### src/rtl/mem_requester_if.sv
// mem_requester_if
//   Bundles the client command/data handshakes and the main-memory pin
//   interface used by mem_requester.
//
//   Client side : cmd_valid/cmd_ready/cmd_we/cmd_addr/cmd_len,
//                 wdata/wdata_valid/wdata_ready,
//                 rdata/rdata_valid/rdata_ready
//   Memory side : rd_mem/wr_mem/addr_mem/mem_data_wr/mem_data_rd/ready_mem
//
//   Modports:
//     master - the requester (drives the memory strobes, answers the client)
//     slave  - the environment (client plus memory)
interface mem_requester_if #(
  parameter int AWIDTH = 9,
  parameter int DWIDTH = 32,
  parameter int LWIDTH = 4
);

  logic              cmd_valid;
  logic              cmd_ready;
  logic              cmd_we;
  logic [AWIDTH-1:0] cmd_addr;
  logic [LWIDTH-1:0] cmd_len;

  logic [DWIDTH-1:0] wdata;
  logic              wdata_valid;
  logic              wdata_ready;

  logic [DWIDTH-1:0] rdata;
  logic              rdata_valid;
  logic              rdata_ready;

  logic              rd_mem;
  logic              wr_mem;
  logic [AWIDTH-1:0] addr_mem;
  logic [DWIDTH-1:0] mem_data_wr;
  logic [DWIDTH-1:0] mem_data_rd;
  logic              ready_mem;

  modport master (
    input  cmd_valid, cmd_we, cmd_addr, cmd_len,
    input  wdata, wdata_valid,
    input  rdata_ready,
    input  mem_data_rd, ready_mem,
    output cmd_ready, wdata_ready,
    output rdata, rdata_valid,
    output rd_mem, wr_mem, addr_mem, mem_data_wr
  );

  modport slave (
    output cmd_valid, cmd_we, cmd_addr, cmd_len,
    output wdata, wdata_valid,
    output rdata_ready,
    output mem_data_rd, ready_mem,
    input  cmd_ready, wdata_ready,
    input  rdata, rdata_valid,
    input  rd_mem, wr_mem, addr_mem, mem_data_wr
  );

endinterface

### src/rtl/mem_requester.sv
// mem_requester
//   Initiator-side controller for the word-addressed on-chip main memory.
//   Accepts single or burst read/write commands from a client, issues one
//   memory access at a time, returns read data through a valid/ready
//   handshake and raises a sticky error if memory never signals ready.
//
// Ports:
//   clk    - system clock, all logic on the rising edge
//   reset  - synchronous, active-high reset
//   bus    - mem_requester_if.master: client command / write-data /
//            read-data handshakes and the memory strobe/address/data pins
//   busy   - high whenever the controller is not idle
//   err    - sticky timeout flag, cleared only by reset
module mem_requester #(
  parameter int AWIDTH  = 9,
  parameter int DWIDTH  = 32,
  parameter int LWIDTH  = 4,
  parameter int TIMEOUT = 15
) (
  input  logic              clk,
  input  logic              reset,
  mem_requester_if.master   bus,
  output logic              busy,
  output logic              err
);

  localparam int TW = (TIMEOUT < 2) ? 1 : $clog2(TIMEOUT + 1);
  // Value the timeout counter holds when the next stalled cycle expires it.
  localparam logic [TW-1:0] TMO_LAST = TW'(TIMEOUT - 1);

  typedef enum logic [1:0] {
    IDLE    = 2'd0,
    WAIT_WD = 2'd1,
    ISSUE   = 2'd2,
    DONE    = 2'd3
  } state_t;

  state_t            state;
  logic              cur_we;
  logic [LWIDTH-1:0] beat_cnt;
  logic [TW-1:0]     tmo_cnt;
  logic              beat_done;

  // A beat is finished once memory is idle again and, for reads, the data
  // has been handed over. rdata_valid only falls on the handshake, so a low
  // rdata_valid in DONE means the handshake already happened.
  assign beat_done = bus.ready_mem &&
                     (cur_we || !bus.rdata_valid || bus.rdata_ready);

  // All outputs are registered and set up for the state being entered, so
  // the strobes and ready signals line up exactly with the state register.
  always_ff @(posedge clk) begin
    if (reset) begin
      state           <= IDLE;
      cur_we          <= 1'b0;
      beat_cnt        <= '0;
      tmo_cnt         <= '0;
      busy            <= 1'b0;
      err             <= 1'b0;
      bus.cmd_ready   <= 1'b1;
      bus.wdata_ready <= 1'b0;
      bus.rdata       <= '0;
      bus.rdata_valid <= 1'b0;
      bus.rd_mem      <= 1'b0;
      bus.wr_mem      <= 1'b0;
      bus.addr_mem    <= '0;
      bus.mem_data_wr <= '0;
    end else begin
      // Strobes are single-cycle: only the transition into ISSUE raises one.
      bus.rd_mem <= 1'b0;
      bus.wr_mem <= 1'b0;

      case (state)
        IDLE: begin
          if (bus.cmd_valid) begin
            cur_we        <= bus.cmd_we;
            bus.addr_mem  <= bus.cmd_addr;
            beat_cnt      <= bus.cmd_len;
            bus.cmd_ready <= 1'b0;
            busy          <= 1'b1;
            if (bus.cmd_we) begin
              state           <= WAIT_WD;
              bus.wdata_ready <= 1'b1;
            end else begin
              state      <= ISSUE;
              bus.rd_mem <= 1'b1;
            end
          end
        end

        WAIT_WD: begin
          if (bus.wdata_valid) begin
            bus.mem_data_wr <= bus.wdata;
            bus.wdata_ready <= 1'b0;
            bus.wr_mem      <= 1'b1;
            state           <= ISSUE;
          end
        end

        ISSUE: begin
          // Memory drove read data on the falling edge inside ISSUE.
          state   <= DONE;
          tmo_cnt <= '0;
          if (!cur_we) begin
            bus.rdata       <= bus.mem_data_rd;
            bus.rdata_valid <= 1'b1;
          end
        end

        DONE: begin
          if (bus.rdata_valid && bus.rdata_ready) begin
            bus.rdata_valid <= 1'b0;
          end

          if (beat_done) begin
            if (beat_cnt == '0) begin
              state         <= IDLE;
              bus.cmd_ready <= 1'b1;
              busy          <= 1'b0;
            end else begin
              beat_cnt     <= beat_cnt - LWIDTH'(1);
              // Natural overflow gives the modulo-2^AWIDTH address wrap.
              bus.addr_mem <= bus.addr_mem + AWIDTH'(1);
              if (cur_we) begin
                state           <= WAIT_WD;
                bus.wdata_ready <= 1'b1;
              end else begin
                state      <= ISSUE;
                bus.rd_mem <= 1'b1;
              end
            end
          end else if (!bus.ready_mem) begin
            if (tmo_cnt == TMO_LAST) begin
              // Memory is stuck: give up on the whole burst, keep the flag.
              err             <= 1'b1;
              bus.rdata_valid <= 1'b0;
              bus.cmd_ready   <= 1'b1;
              busy            <= 1'b0;
              tmo_cnt         <= tmo_cnt + TW'(1);
              state           <= IDLE;
            end else begin
              tmo_cnt <= tmo_cnt + TW'(1);
            end
          end
        end

        default: begin
          state <= IDLE;
        end
      endcase
    end
  end

  // Protocol invariants of the memory and client interfaces.
  a_strobe_excl: assert property (@(posedge clk) disable iff (reset)
    !(bus.rd_mem && bus.wr_mem));

  a_rd_pulse: assert property (@(posedge clk) disable iff (reset)
    bus.rd_mem |=> !bus.rd_mem);

  a_wr_pulse: assert property (@(posedge clk) disable iff (reset)
    bus.wr_mem |=> !bus.wr_mem);

  a_rdata_hold: assert property (@(posedge clk) disable iff (reset)
    (bus.rdata_valid && !bus.rdata_ready) |=> $stable(bus.rdata));

  a_rvalid_hold: assert property (@(posedge clk) disable iff (reset)
    (bus.rdata_valid && !bus.rdata_ready && bus.ready_mem) |=> bus.rdata_valid);

endmodule

### src/flat_wrapper.sv
// flat-port wrapper written by rule: the top's interface ports become plain ports
module mem_requester_flat 
#(
  parameter int AWIDTH  = 9,
  parameter int DWIDTH  = 32,
  parameter int LWIDTH  = 4,
  parameter int TIMEOUT = 15
)
  (clk, reset, busy, err, bus_cmd_valid, bus_cmd_we, bus_cmd_addr, bus_cmd_len, bus_wdata, bus_wdata_valid, bus_rdata_ready, bus_mem_data_rd, bus_ready_mem, bus_cmd_ready, bus_wdata_ready, bus_rdata, bus_rdata_valid, bus_rd_mem, bus_wr_mem, bus_addr_mem, bus_mem_data_wr);
  mem_requester_if #(.AWIDTH(AWIDTH), .DWIDTH(DWIDTH), .LWIDTH(LWIDTH)) bus_i ();
  input  logic clk;
  input  logic reset;
  output logic busy;
  output logic err;
  input wire logic [$bits(bus_i.cmd_valid)-1:0] bus_cmd_valid;
  input wire logic [$bits(bus_i.cmd_we)-1:0] bus_cmd_we;
  input wire logic [$bits(bus_i.cmd_addr)-1:0] bus_cmd_addr;
  input wire logic [$bits(bus_i.cmd_len)-1:0] bus_cmd_len;
  input wire logic [$bits(bus_i.wdata)-1:0] bus_wdata;
  input wire logic [$bits(bus_i.wdata_valid)-1:0] bus_wdata_valid;
  input wire logic [$bits(bus_i.rdata_ready)-1:0] bus_rdata_ready;
  input wire logic [$bits(bus_i.mem_data_rd)-1:0] bus_mem_data_rd;
  input wire logic [$bits(bus_i.ready_mem)-1:0] bus_ready_mem;
  output wire logic [$bits(bus_i.cmd_ready)-1:0] bus_cmd_ready;
  output wire logic [$bits(bus_i.wdata_ready)-1:0] bus_wdata_ready;
  output wire logic [$bits(bus_i.rdata)-1:0] bus_rdata;
  output wire logic [$bits(bus_i.rdata_valid)-1:0] bus_rdata_valid;
  output wire logic [$bits(bus_i.rd_mem)-1:0] bus_rd_mem;
  output wire logic [$bits(bus_i.wr_mem)-1:0] bus_wr_mem;
  output wire logic [$bits(bus_i.addr_mem)-1:0] bus_addr_mem;
  output wire logic [$bits(bus_i.mem_data_wr)-1:0] bus_mem_data_wr;
  assign bus_i.cmd_valid = bus_cmd_valid;
  assign bus_i.cmd_we = bus_cmd_we;
  assign bus_i.cmd_addr = bus_cmd_addr;
  assign bus_i.cmd_len = bus_cmd_len;
  assign bus_i.wdata = bus_wdata;
  assign bus_i.wdata_valid = bus_wdata_valid;
  assign bus_i.rdata_ready = bus_rdata_ready;
  assign bus_i.mem_data_rd = bus_mem_data_rd;
  assign bus_i.ready_mem = bus_ready_mem;
  assign bus_cmd_ready = bus_i.cmd_ready;
  assign bus_wdata_ready = bus_i.wdata_ready;
  assign bus_rdata = bus_i.rdata;
  assign bus_rdata_valid = bus_i.rdata_valid;
  assign bus_rd_mem = bus_i.rd_mem;
  assign bus_wr_mem = bus_i.wr_mem;
  assign bus_addr_mem = bus_i.addr_mem;
  assign bus_mem_data_wr = bus_i.mem_data_wr;
  mem_requester #(.AWIDTH(AWIDTH), .DWIDTH(DWIDTH), .LWIDTH(LWIDTH), .TIMEOUT(TIMEOUT)) u_core (.clk(clk), .reset(reset), .bus(bus_i), .busy(busy), .err(err));
endmodule
### config.mk
export PLATFORM = sky130hd
export DESIGN_NAME = mem_requester_flat
export DESIGN_NICKNAME = d
export VERILOG_FILES = /design/src/rtl/mem_requester_if.sv /design/src/rtl/mem_requester.sv /design/src/flat_wrapper.sv
export SDC_FILE = /design/constraint.sdc
export NUM_CORES = 1
export LEC_CHECK = 0
export ABC_AREA = 1
export BUFFER_PORTS_ARGS = -buffer_cell sky130_fd_sc_hd__buf_4
export CAP_MARGIN = 20
export CORE_ASPECT_RATIO = 1.25
export CORE_UTILIZATION = 25
export CTS_BUF_LIST = sky130_fd_sc_hd__clkbuf_4
export DETAILED_ROUTE_END_ITERATION = 10
export SLEW_MARGIN = 25
export SYNTH_ARGS = -nofsm -noshare
export SYNTH_HDL_FRONTEND = slang
export SYNTH_SLANG_ARGS = --single-unit
### constraint.sdc
create_clock -name clk -period 2.93 [get_ports clk]
set_input_delay 0.586 -clock clk [delete_from_list [all_inputs] [get_ports clk]]
set_output_delay 0.586 -clock clk [all_outputs]
set_load 0.1 [all_outputs]
==> results of run 1 <==
==> state kept, by name (all words and copies together), names as in the netlist <==
| register | cells |
|---|---|
| u_core.beat_cnt | 4 |
| u_core.bus.addr_mem | 9 |
| u_core.bus.cmd_ready | 1 |
| u_core.bus.mem_data_wr | 32 |
| u_core.bus.rd_mem | 1 |
| u_core.bus.rdata | 32 |
| u_core.bus.rdata_valid | 1 |
| u_core.bus.wdata_ready | 1 |
| u_core.bus.wr_mem | 1 |
| u_core.busy | 1 |
| u_core.cur_we | 1 |
| u_core.err | 1 |
| u_core.state | 2 |
| u_core.tmo_cnt | 4 |
==> final timing paths <==
check | start | end | slack (ns) | depth (start not counted)
setup / recovery | u_core.bus.addr_mem[5] | bus_addr_mem[5] | 1.01 | 1
hold / removal | bus_mem_data_rd[6] | u_core.bus.rdata[6] | 0.33 | 3
setup reg to reg | u_core.state[0] | u_core.state[1] | 1.06 | 9
hold reg to reg | u_core.err | u_core.err | 0.47 | 2
==> per-stage QoR <==
step                      setup WS, ns  util (%)  hold slack (ns)
after floorplan                 0.8935         -           0.4533
after global placement          0.8574     34.78           0.4468
after detailed placement        0.8125     34.78           0.4546
after CTS                       0.9771     35.58           0.2782
after global routing            0.8530     35.58           0.2766
final                            1.013     35.58           0.3310
==> synth_stat cells, types with 5 or more instances <==
master,n,share of area (%)
a21oi_1,18,2.3
nand3_1,20,2.6
nand2_1,82,8.0
clkbuf_1,16,1.6
dfxtp_1,91,47
buf_2,5,0.65
o21ai_0,80,10
nand4_1,5,0.81
nor2_1,150,15
ha_1,8,2.6
inv_1,34,3.3
==> routing by layer <==
| metal | global-route usage (%) | part of all wire [%] |
|---|---|---|
| met3 | 4.600 | 5.7 |
| met4 | 5.886 | 2.1 |
| met1 | 15.45 | 42 |
| met5 | 0 | 0 |
| met2 | 24.51 | 51 |
==> kinds of logic after synthesis <==
family | count (synthesis) | synth area share, %
and+or+nand+nor | 270 | 28.22
AOI/OAI and AO/OA | 108 | 15.10
DFF | 91 | 47.29
buffers and inverters | 63 | 6.788
adders and majority gates | 8 | 2.598
==> final cells by class <==
type / count / area, sq um
fill: 1636 / 9672
sequential: 91 / 1822
tap: 182 / 227.7
inverter: 36 / 135.1
clock buffer: 9 / 67.56
multi-input combinational: 386 / 1769
timing repair buffer: 169 / 1269
clock inverter: 7 / 52.55
==> results.md, run 1 <==
- Sequential element share of the synthesized area: 47.29%
- Die Area: about 0.016 sq mm
- Post-DRT Antenna Nets: 0
- CP max FO: 8
- Commonest non-fill, non-tap cell in the layout: buf_4
- Startpoint types: flip-flop
- PostCTS Resize Cnt: 0
- Routability cong.: 0.7640
- Mapped Cells: 540
- Layout cells sized above 1: around 29%
- Initial DRC Count: about 170
- Layout Cells excl Fill: 880
- Commonest cells after routing, fill and taps aside: buf_4, nor2_1, dfxtp_1
- Root Buffer: clkbuf_4
- # diodes: 0
- Number of global-route vias before repair: 3622
- Die Span Y: 140.8 um
- Worst Tran Pin Value: 1.004 ns
- Drt via density: 4.407
- First-pass GRT wire length: roughly 17000 um
- IO buf count: 163
- Final wirelength: 11040 um
- Clk buf depth: 2
- Core ar.: 0.01501 sq mm
- Num ports: roughly 160
- CP Capture Type: primary output
- Post-DP Area: 0.005223 sq mm
- Clock sinks: 91
- Die Width: 113.0 um
- Slew HR: 32.97%
- Final setup violating endpoints: 0
- RSZ-0062 raised after global routing: false
- Slowest cell on crit path: dfxtp_1
- WP data arrival: around 1.3 ns
- Post-CTS Setup Bufs: 0
- Fmax: 521.6 MHz
- Hold buffers post-CTS: 0
- CTS H-tree depth: 3
- GRT overflow: 0
- Largest net degree at the start of global routing: 34
- Worst path cell trace: buf_4
- Max incr delay on CP: 0.51 ns
- Routed vias: 3878
- Syn Nets: around 630
- Area Overhead vs Synth: 38.68%
- Outcome: completed
- Max Cap Violations: 0
- Synth unique cells: 29
- Design area: approximately 0.0053 sq mm
- Final net count: ~790
- Effective utilization at floorplan: between 20% and 30%
- Crit Path Category: flip-flop to primary output
- DPL Wire Length: 7823 um
- Critical Path RT: 2.34 ns
- Mapped cell area: 0.003852 sq mm
- Setup tns final: 0 ns
- Syn_area_per_cell: 7.134 sq um
- #FFs+latches synth: between 90 and 100
- Hold Path Class: input pin to flip-flop
- Pins Over Slew Limit: 0
- Reg clk slew, reported paths: approximately 0.15 ns
- Global-route usage over all layers: 14.00%
- FFs w/ async S/R, synth: 0%
- Critical path buffer and inverter count: 1
- CTS tree: done
- DRT Pass-1 Iters: 4
- Post-synth EDFFs: 0
- Residual DRC count: 0
- Site row count: 50
- Later-pin clock latency in the skew report: approximately 0.47 ns
- Delay-heaviest family, CP: flip-flops
- Inst Count DP: 864
- Setup Skew: 0.01246 ns
- Main flop type after synthesis: dfxtp_1
- Total CTS buffers: 9
- Avg WL per Cell: approximately 13 um
- Yosys warns: 0
- Final period utilization: around 65%
- Initial antenna violation count: 0
- Post-layout min period: around 1.9 ns
- Hold violation count in the final report: 0
Power of run 1 is not shown: default switching activity piles up to over one toggle a cycle in this logic, so the estimate is an artifact.
==> inputs of run 2 (changes only) <==
==> constraint.sdc (replaced) <==
create_clock -name clk -period 1.9 [get_ports clk]
set_input_delay 0.38 -clock clk [delete_from_list [all_inputs] [get_ports clk]]
set_output_delay 0.38 -clock clk [all_outputs]
set_load 0.1 [all_outputs]
==> results.md, run 2 (synthesis results as in run 1) <==
- Hold slack: 0.1399 ns (was 0.3310 ns)
- Hold buffers post-CTS: 0 (unchanged)
- Met1 Use GR: 16.64% (was 15.45%)
- Number of global-route vias before repair: 3760 (was 3622)
- Die Width: 113.0 um (unchanged)
- Area Overhead vs Synth: 40.34% (was 38.68%)
- Inst Count DP: 868 (was 864)
- Core ar.: 0.01501 sq mm (unchanged)
- Critical path buffer and inverter count: 1 (unchanged)
- Layout cells sized above 1: 29.20% (was 28.51%)
- Commonest non-fill, non-tap cell in the layout: buf_4 (unchanged)
- CTS tree: done (unchanged)
- Final period utilization: 90.54%
- Top flop regs: u_core.bus.mem_data_wr (32), u_core.bus.rdata (32), u_core.bus.addr_mem (9) (unchanged)
- Final setup violating endpoints: 0 (unchanged)
- Avg WL per Cell: 12.64 um (was 12.54 um)
- Worst Tran Pin Value: 0.3520 ns (was 1.004 ns)
- Pins Over Slew Limit: 0 (unchanged)
- Crit Path Category: flip-flop to primary output (unchanged)
- Register-to-Register Path Depth: 6 (was 9)
- GRT overflow: 0 (unchanged)
- Met3 GRT Util: 3.181% (was 4.600%)
- Root Buffer: clkbuf_4 (unchanged)
- Site row count: 50 (unchanged)
- WP data arrival: 1.34 ns (was 1.33 ns)
- First-pass GRT wire length: 18020 um (was 17430 um)
- Startpoint types: flip-flop (unchanged)
- Global-route usage over all layers: 14.48% (was 14.00%)
- Min-Delay Path Depth: 3 (unchanged)
- Die Span Y: 140.8 um (unchanged)
- Post-layout min period: 1.720 ns
- Max incr delay on CP: 0.53 ns (was 0.51 ns)
- CP Capture Type: primary output (unchanged)
- Fmax: 581.3 MHz
- Outcome: completed (unchanged)
- CP Depth: 1 (unchanged)
- Critical Path RT: 1.52 ns (was 2.34 ns)
- Post-DRT Antenna Nets: 0 (unchanged)
- Final wirelength: 11180 um (was 11040 um)
- RSZ-0062 raised after global routing: false (unchanged)
- Max Cap Violations: 0 (unchanged)
- Final net count: 789 (was 785)
- Clock sinks: 91 (unchanged)
- CTS H-tree depth: 3 (unchanged)
- DRT Pass-1 Iters: 4 (unchanged)
- Initial antenna violation count: 1 (was 0)
- IO buf count: 163 (unchanged)
- Commonest cells after routing, fill and taps aside: buf_4, nor2_1, dfxtp_1 (unchanged)
- Drt via density: 4.415 (was 4.407)
- Slew HR: 76.53% (was 32.97%)
- Later-pin clock latency in the skew report: 0.46 ns (was 0.47 ns)
- GR peak layer: met2 (unchanged)
- PostCTS Resize Cnt: 0 (unchanged)
- Delay-heaviest family, CP: flip-flops (unchanged)
- Die Area: 0.01591 sq mm (unchanged)
- Hold Path Class: input pin to flip-flop (unchanged)
- Effective utilization at floorplan: 25.66% (unchanged)
- Post-CTS Setup Bufs: 0 (unchanged)
- Layout Cells excl Fill: 885 (was 880)
- Met2 Resource Use GR: 24.28% (was 24.51%)
- Largest net degree at the start of global routing: 59 (was 34)
- Setup Skew: 0.01243 ns (was 0.01246 ns)
- Slowest cell on crit path: dfxtp_1 (unchanged)
- Total CTS buffers: 9 (unchanged)
- Hold violation count in the final report: 0 (unchanged)
- Worst path cell trace: buf_4 (unchanged)
- Setup tns final: 0 ns (unchanged)
- DPL Wire Length: 7825 um (was 7823 um)
- Residual DRC count: 0 (unchanged)
- Reg clk slew, reported paths: 0.14 ns (was 0.15 ns)
- Clk buf depth: 2 (unchanged)
- CP max FO: 8 (unchanged)
- Num ports: 164 (unchanged)
- Initial DRC Count: 136 (was 173)
- Final Util: 36.01% (was 35.58%)
- Routed vias: 3907 (was 3878)
- Routability cong.: 0.7872 (was 0.7640)
run 2: changes by cell type in the layout (fill, tap and decap cells not counted), sizes merged:
cell / change
clkbuf: +4
clkinv: -1
inv: -1
buf: +4
clkinvlp: -3
bufinv: +1
diode: +1
run 2: final timing paths:
path | start | end | slack, ns
min | bus_mem_data_rd[15] | u_core.bus.rdata[15] | 0.14
max reg2reg | u_core.state[1] | u_core.bus.addr_mem[2] | 0.28
max | u_core.bus.addr_mem[5] | bus_addr_mem[5] | 0.18
min reg2reg | u_core.err | u_core.err | 0.46
run 2: final cells by class:
cell class / instances / area (sq um)
multi-input combinational: 386 / 1769
clock inverter: 3 / 38.79
tap: 182 / 227.7
sequential: 91 / 1824
inverter: 36 / 135.1
antenna: 1 / 2.502
clock buffer: 13 / 97.59
fill: 1631 / 9608
timing repair buffer: 173 / 1311
run 2: metrics by stage:
step | worst slack (ns) | area (sq um)
final | 0.1797 | 5406
after global routing | 0.07689 | 5406
after CTS | 0.1225 | 5404
after detailed placement | 0.2840 | 5268
after global placement | 0.3256 | 5268
after floorplan | 0.01934 | 3855
run 2: worst reg2reg max path: stages (launching register included):
cell and delay [ns]:
dfxtp_1 0.40, inv_1 0.09, ha_1 0.31, a21oi_2 0.15, a21boi_4 0.37, nand2_1 0.13, a21oi_2 0.12
run 2: metal layers:
metal  vias up  share of wire (%)
met5         -                  0
met4         0                3.3
met3        17                4.9
met2       105                 48
met1      1745                 44
li1       2040                  -
Power of run 2 is left out for the same reason.
==> inputs of run 3 (changes only) <==
--- a/config.mk
+++ b/config.mk
@@ -5,7 +5,6 @@
 export SDC_FILE = /design/constraint.sdc
 export NUM_CORES = 1
 export LEC_CHECK = 0
-export ABC_AREA = 1
 export BUFFER_PORTS_ARGS = -buffer_cell sky130_fd_sc_hd__buf_4
 export CAP_MARGIN = 20
 export CORE_ASPECT_RATIO = 1.25
==> results.md, run 3 <==
- Outcome: completed (unchanged)
- Cell with the most instances after synthesis: nand2_1 (was nor2_1)
- Site row count: 50 (unchanged)
- Root Buffer: clkbuf_4 (unchanged)
- Mapped Cells: 480 (was 540)
- RSZ-0062 raised after global routing: true (was false)
- Post-synth EDFFs: 0 (unchanged)
- Routability cong.: 0.8190 (was 0.7872)
- Register-to-Register Path Depth: 7 (was 6)
- Pins Over Slew Limit: 0 (unchanged)
- Fmax: 552.7 MHz (was 581.3 MHz)
- Die Span Y: 141.5 um (was 140.8 um)
- Syn_area_per_cell: 8.112 sq um (was 7.134 sq um)
- DRT Pass-1 Iters: 4 (unchanged)
- Final period utilization: 95.23% (was 90.54%)
- Max VDD drop: between 0.0004 and 0.0005 V
- Global-route usage over all layers: 14.79% (was 14.48%)
- Setup Skew: 0.01366 ns (was 0.01243 ns)
- First-pass GRT wire length: 18750 um (was 18020 um)
- Max Cap Violations: 0 (unchanged)
- Post-DRT Antenna Nets: 0 (unchanged)
- Routed vias: 3930 (was 3907)
- Final wirelength: 11720 um (was 11180 um)
- IO buf count: 163 (unchanged)
- Synth unique cells: 57 (was 29)
- Slowest cell on crit path: or4_1 (was dfxtp_1)
- Area contributors post-synth: dfxtp_1, nand2_1, a21oi_1 (was dfxtp_1, nor2_1, o21ai_0)
- Leak: 2.266 nW
- Initial DRC Count: 207 (was 136)
- FFs w/ async S/R, synth: 0% (unchanged)
- Clock sinks: 91 (unchanged)
- Power per standard cell area: 1538 mW/mm^2
- Layout cells sized above 1: 34.78% (was 29.20%)
- Post-layout min period: 1.809 ns (was 1.720 ns)
- Internal: 4.061 mW
- #FFs+latches synth: 91 (unchanged)
- Largest net degree at the start of global routing: 55 (was 59)
- Max incr delay on CP: 0.49 ns (was 0.53 ns)
- Startpoint types: flip-flop (unchanged)
- Die Area: 0.01608 sq mm (was 0.01591 sq mm)
- Num ports: 164 (unchanged)
- DPL Wire Length: 8308 um (was 7825 um)
- Hold slack: 0.1355 ns (was 0.1399 ns)
- Commonest cells after routing, fill and taps aside: buf_4, nand2_1, dfxtp_1 (was buf_4, nor2_1, dfxtp_1)
- Sequential element share of the synthesized area: 46.79% (was 47.29%)
- Yosys warns: 0 (unchanged)
- Total Power: 8.545 mW
- Total CTS buffers: 9 (unchanged)
- Area Overhead vs Synth: 42.74% (was 40.34%)
- Met2 Resource Use GR: 26.25% (was 24.28%)
- Met3 GRT Util: 2.862% (was 3.181%)
- Area share of the largest cell type after synthesis: 46.79% (was 47.29%)
- Number of global-route vias before repair: 3909 (was 3760)
- Clk buf depth: 2 (unchanged)
- Hold Path Class: input pin to flip-flop (unchanged)
- Main flop type after synthesis: dfxtp_1 (unchanged)
- Die Width: 113.6 um (was 113.0 um)
- Crit Path Category: flip-flop to flip-flop (was flip-flop to primary output)
- Min-Delay Path Depth: 3 (unchanged)
- Switch Pwr: 4.484 mW
- CP Capture Type: flip-flop (was primary output)
- Largest area contributor in the netlist: dfxtp_1 (unchanged)
- CTS tree: done (unchanged)
- Top cells by count, synth: nand2_1, dfxtp_1, a21oi_1, clkbuf_1, inv_1 (was nor2_1, dfxtp_1, nand2_1, o21ai_0, inv_1)
- Sequential Power Share: 30.3%
- Slew HR: 56.61% (was 76.53%)
- CTS H-tree depth: 3 (unchanged)
- Clock power share: 14.5%
- Core ar.: 0.01508 sq mm (was 0.01501 sq mm)
- Worst Tran Pin Value: 0.6508 ns (was 0.3520 ns)
- Avg WL per Cell: 13.74 um (was 12.64 um)
- Commonest non-fill, non-tap cell in the layout: buf_4 (unchanged)
- Hold violation count in the final report: 0 (unchanged)
- Final net count: 731 (was 789)
- GRT overflow: 0 (unchanged)
- Mapped cell area: 0.003894 sq mm (was 0.003852 sq mm)
- Combinational share of power: 55.2%
- Final setup violating endpoints: 0 (unchanged)
- Reg clk slew, reported paths: 0.15 ns (was 0.14 ns)
- Effective utilization at floorplan: 25.83% (was 25.66%)
- WP data arrival: 2.22 ns (was 1.34 ns)
- GR peak layer: met2 (unchanged)
- Critical Path RT: 2.31 ns (was 1.52 ns)
- Switching share of power: 52.47%
- Drt via density: 4.607 (was 4.415)
- Later-pin clock latency in the skew report: 0.47 ns (was 0.46 ns)
- Top flop regs: u_core.bus.mem_data_wr (32), u_core.bus.rdata (32), u_core.bus.addr_mem (9) (unchanged)
- Met1 Use GR: 16.21% (was 16.64%)
- Syn Nets: 572 (was 632)
- Initial antenna violation count: 1 (unchanged)
- Worst path cell trace: inv_1 > ha_1 > nor3b_4 > buf_4 > or4_1 > o21ai_1 > nor3b_2 (was buf_4)
- CP max FO: 5 (was 8)
- Residual DRC count: 0 (unchanged)
## run 3: repair_timing
item	in CTS	in global routing
buffers inserted	2	0
endpoints found under the setup margin	5	8
pin swaps	1	1
hold buffers	0	0
resized for setup	0	4
hold endpoints to repair	0	0
## run 3: critical path: cells and delay by family (launching register included)
kind	cells	cell delay [ns]
AND/OR/NAND/NOR	3	0.83
flip-flops	1	0.37
buffers and inverters	2	0.24
adder cells (fa/ha/maj)	1	0.24
AO/OA/AOI/OAI	1	0.08
## run 3: kinds of logic after synthesis
family / count (synthesis) / share of synthesized area, %
buf+inv: 45 / 5.205
simple gates: 200 / 23.59
fa+ha+maj: 8 / 2.571
mux: 2 / 0.5142
flops: 91 / 46.79
compound gates: 134 / 21.34
## run 3: per-layer routing
metal  part of all wire (%)  wire length [um]  up-vias
met1                     40              4741     1845
met2                     53              6155       99
met3                    4.1               486       21
met5                      0                 0        -
met4                    2.9               336        0
li1                       -                 -     1965
## run 3: worst paths after layout
| path | startpoint | to | slack, ns |
|---|---|---|---|
| max | u_core.beat_cnt[0] | u_core.bus.rd_mem | 0.09 |
| min | bus_mem_data_rd[9] | u_core.bus.rdata[9] | 0.14 |
| max reg2reg | u_core.beat_cnt[0] | u_core.bus.rd_mem | 0.09 |
| min reg2reg | u_core.bus.mem_data_wr[11] | u_core.bus.mem_data_wr[11] | 0.47 |
## run 3: layout make-up
class	instances	area, sq um
fill	1574	9519
multi-input combinational	344	1874
sequential	91	1829
timing repair buffer	180	1384
tap	208	260.3
clock inverter	7	91.34
clock buffer	9	67.56
inverter	13	48.80
antenna	1	2.502
## run 3: per-stage QoR
step / instances / utilization, % / setup slack (ns) / TNS (ns) / cell area (sq um)
floorplan: 480 / - / 0.03889 / 0 / 3900
global placement: 834 / 35.62 / 0.05746 / 0 / 5370
detailed placement: 834 / 35.62 / -0.05255 / -0.09083 / 5370
CTS: 852 / 36.77 / 0.05992 / 0 / 5544
global route: 853 / 36.86 / -0.007639 / -0.01327 / 5558
finish: 853 / 36.86 / 0.09054 / 0 / 5558
## run 3: power groups by stage
| stage | combinational, mW | clock, mW | sequential, mW |
|---|---|---|---|
| 2_1_floorplan | 1.50 | 0 | 4.72 |
| 3_3_place_gp | 4.61 | 0 | 2.61 |
| 3_5_place_dp | 4.69 | 0 | 2.63 |
| 4_1_cts | 4.71 | 1.31 | 2.59 |
| 5_1_grt | 4.97 | 1.38 | 2.64 |
| 6_report | 4.72 | 1.24 | 2.59 |
Power figures use the tool's default switching activity.
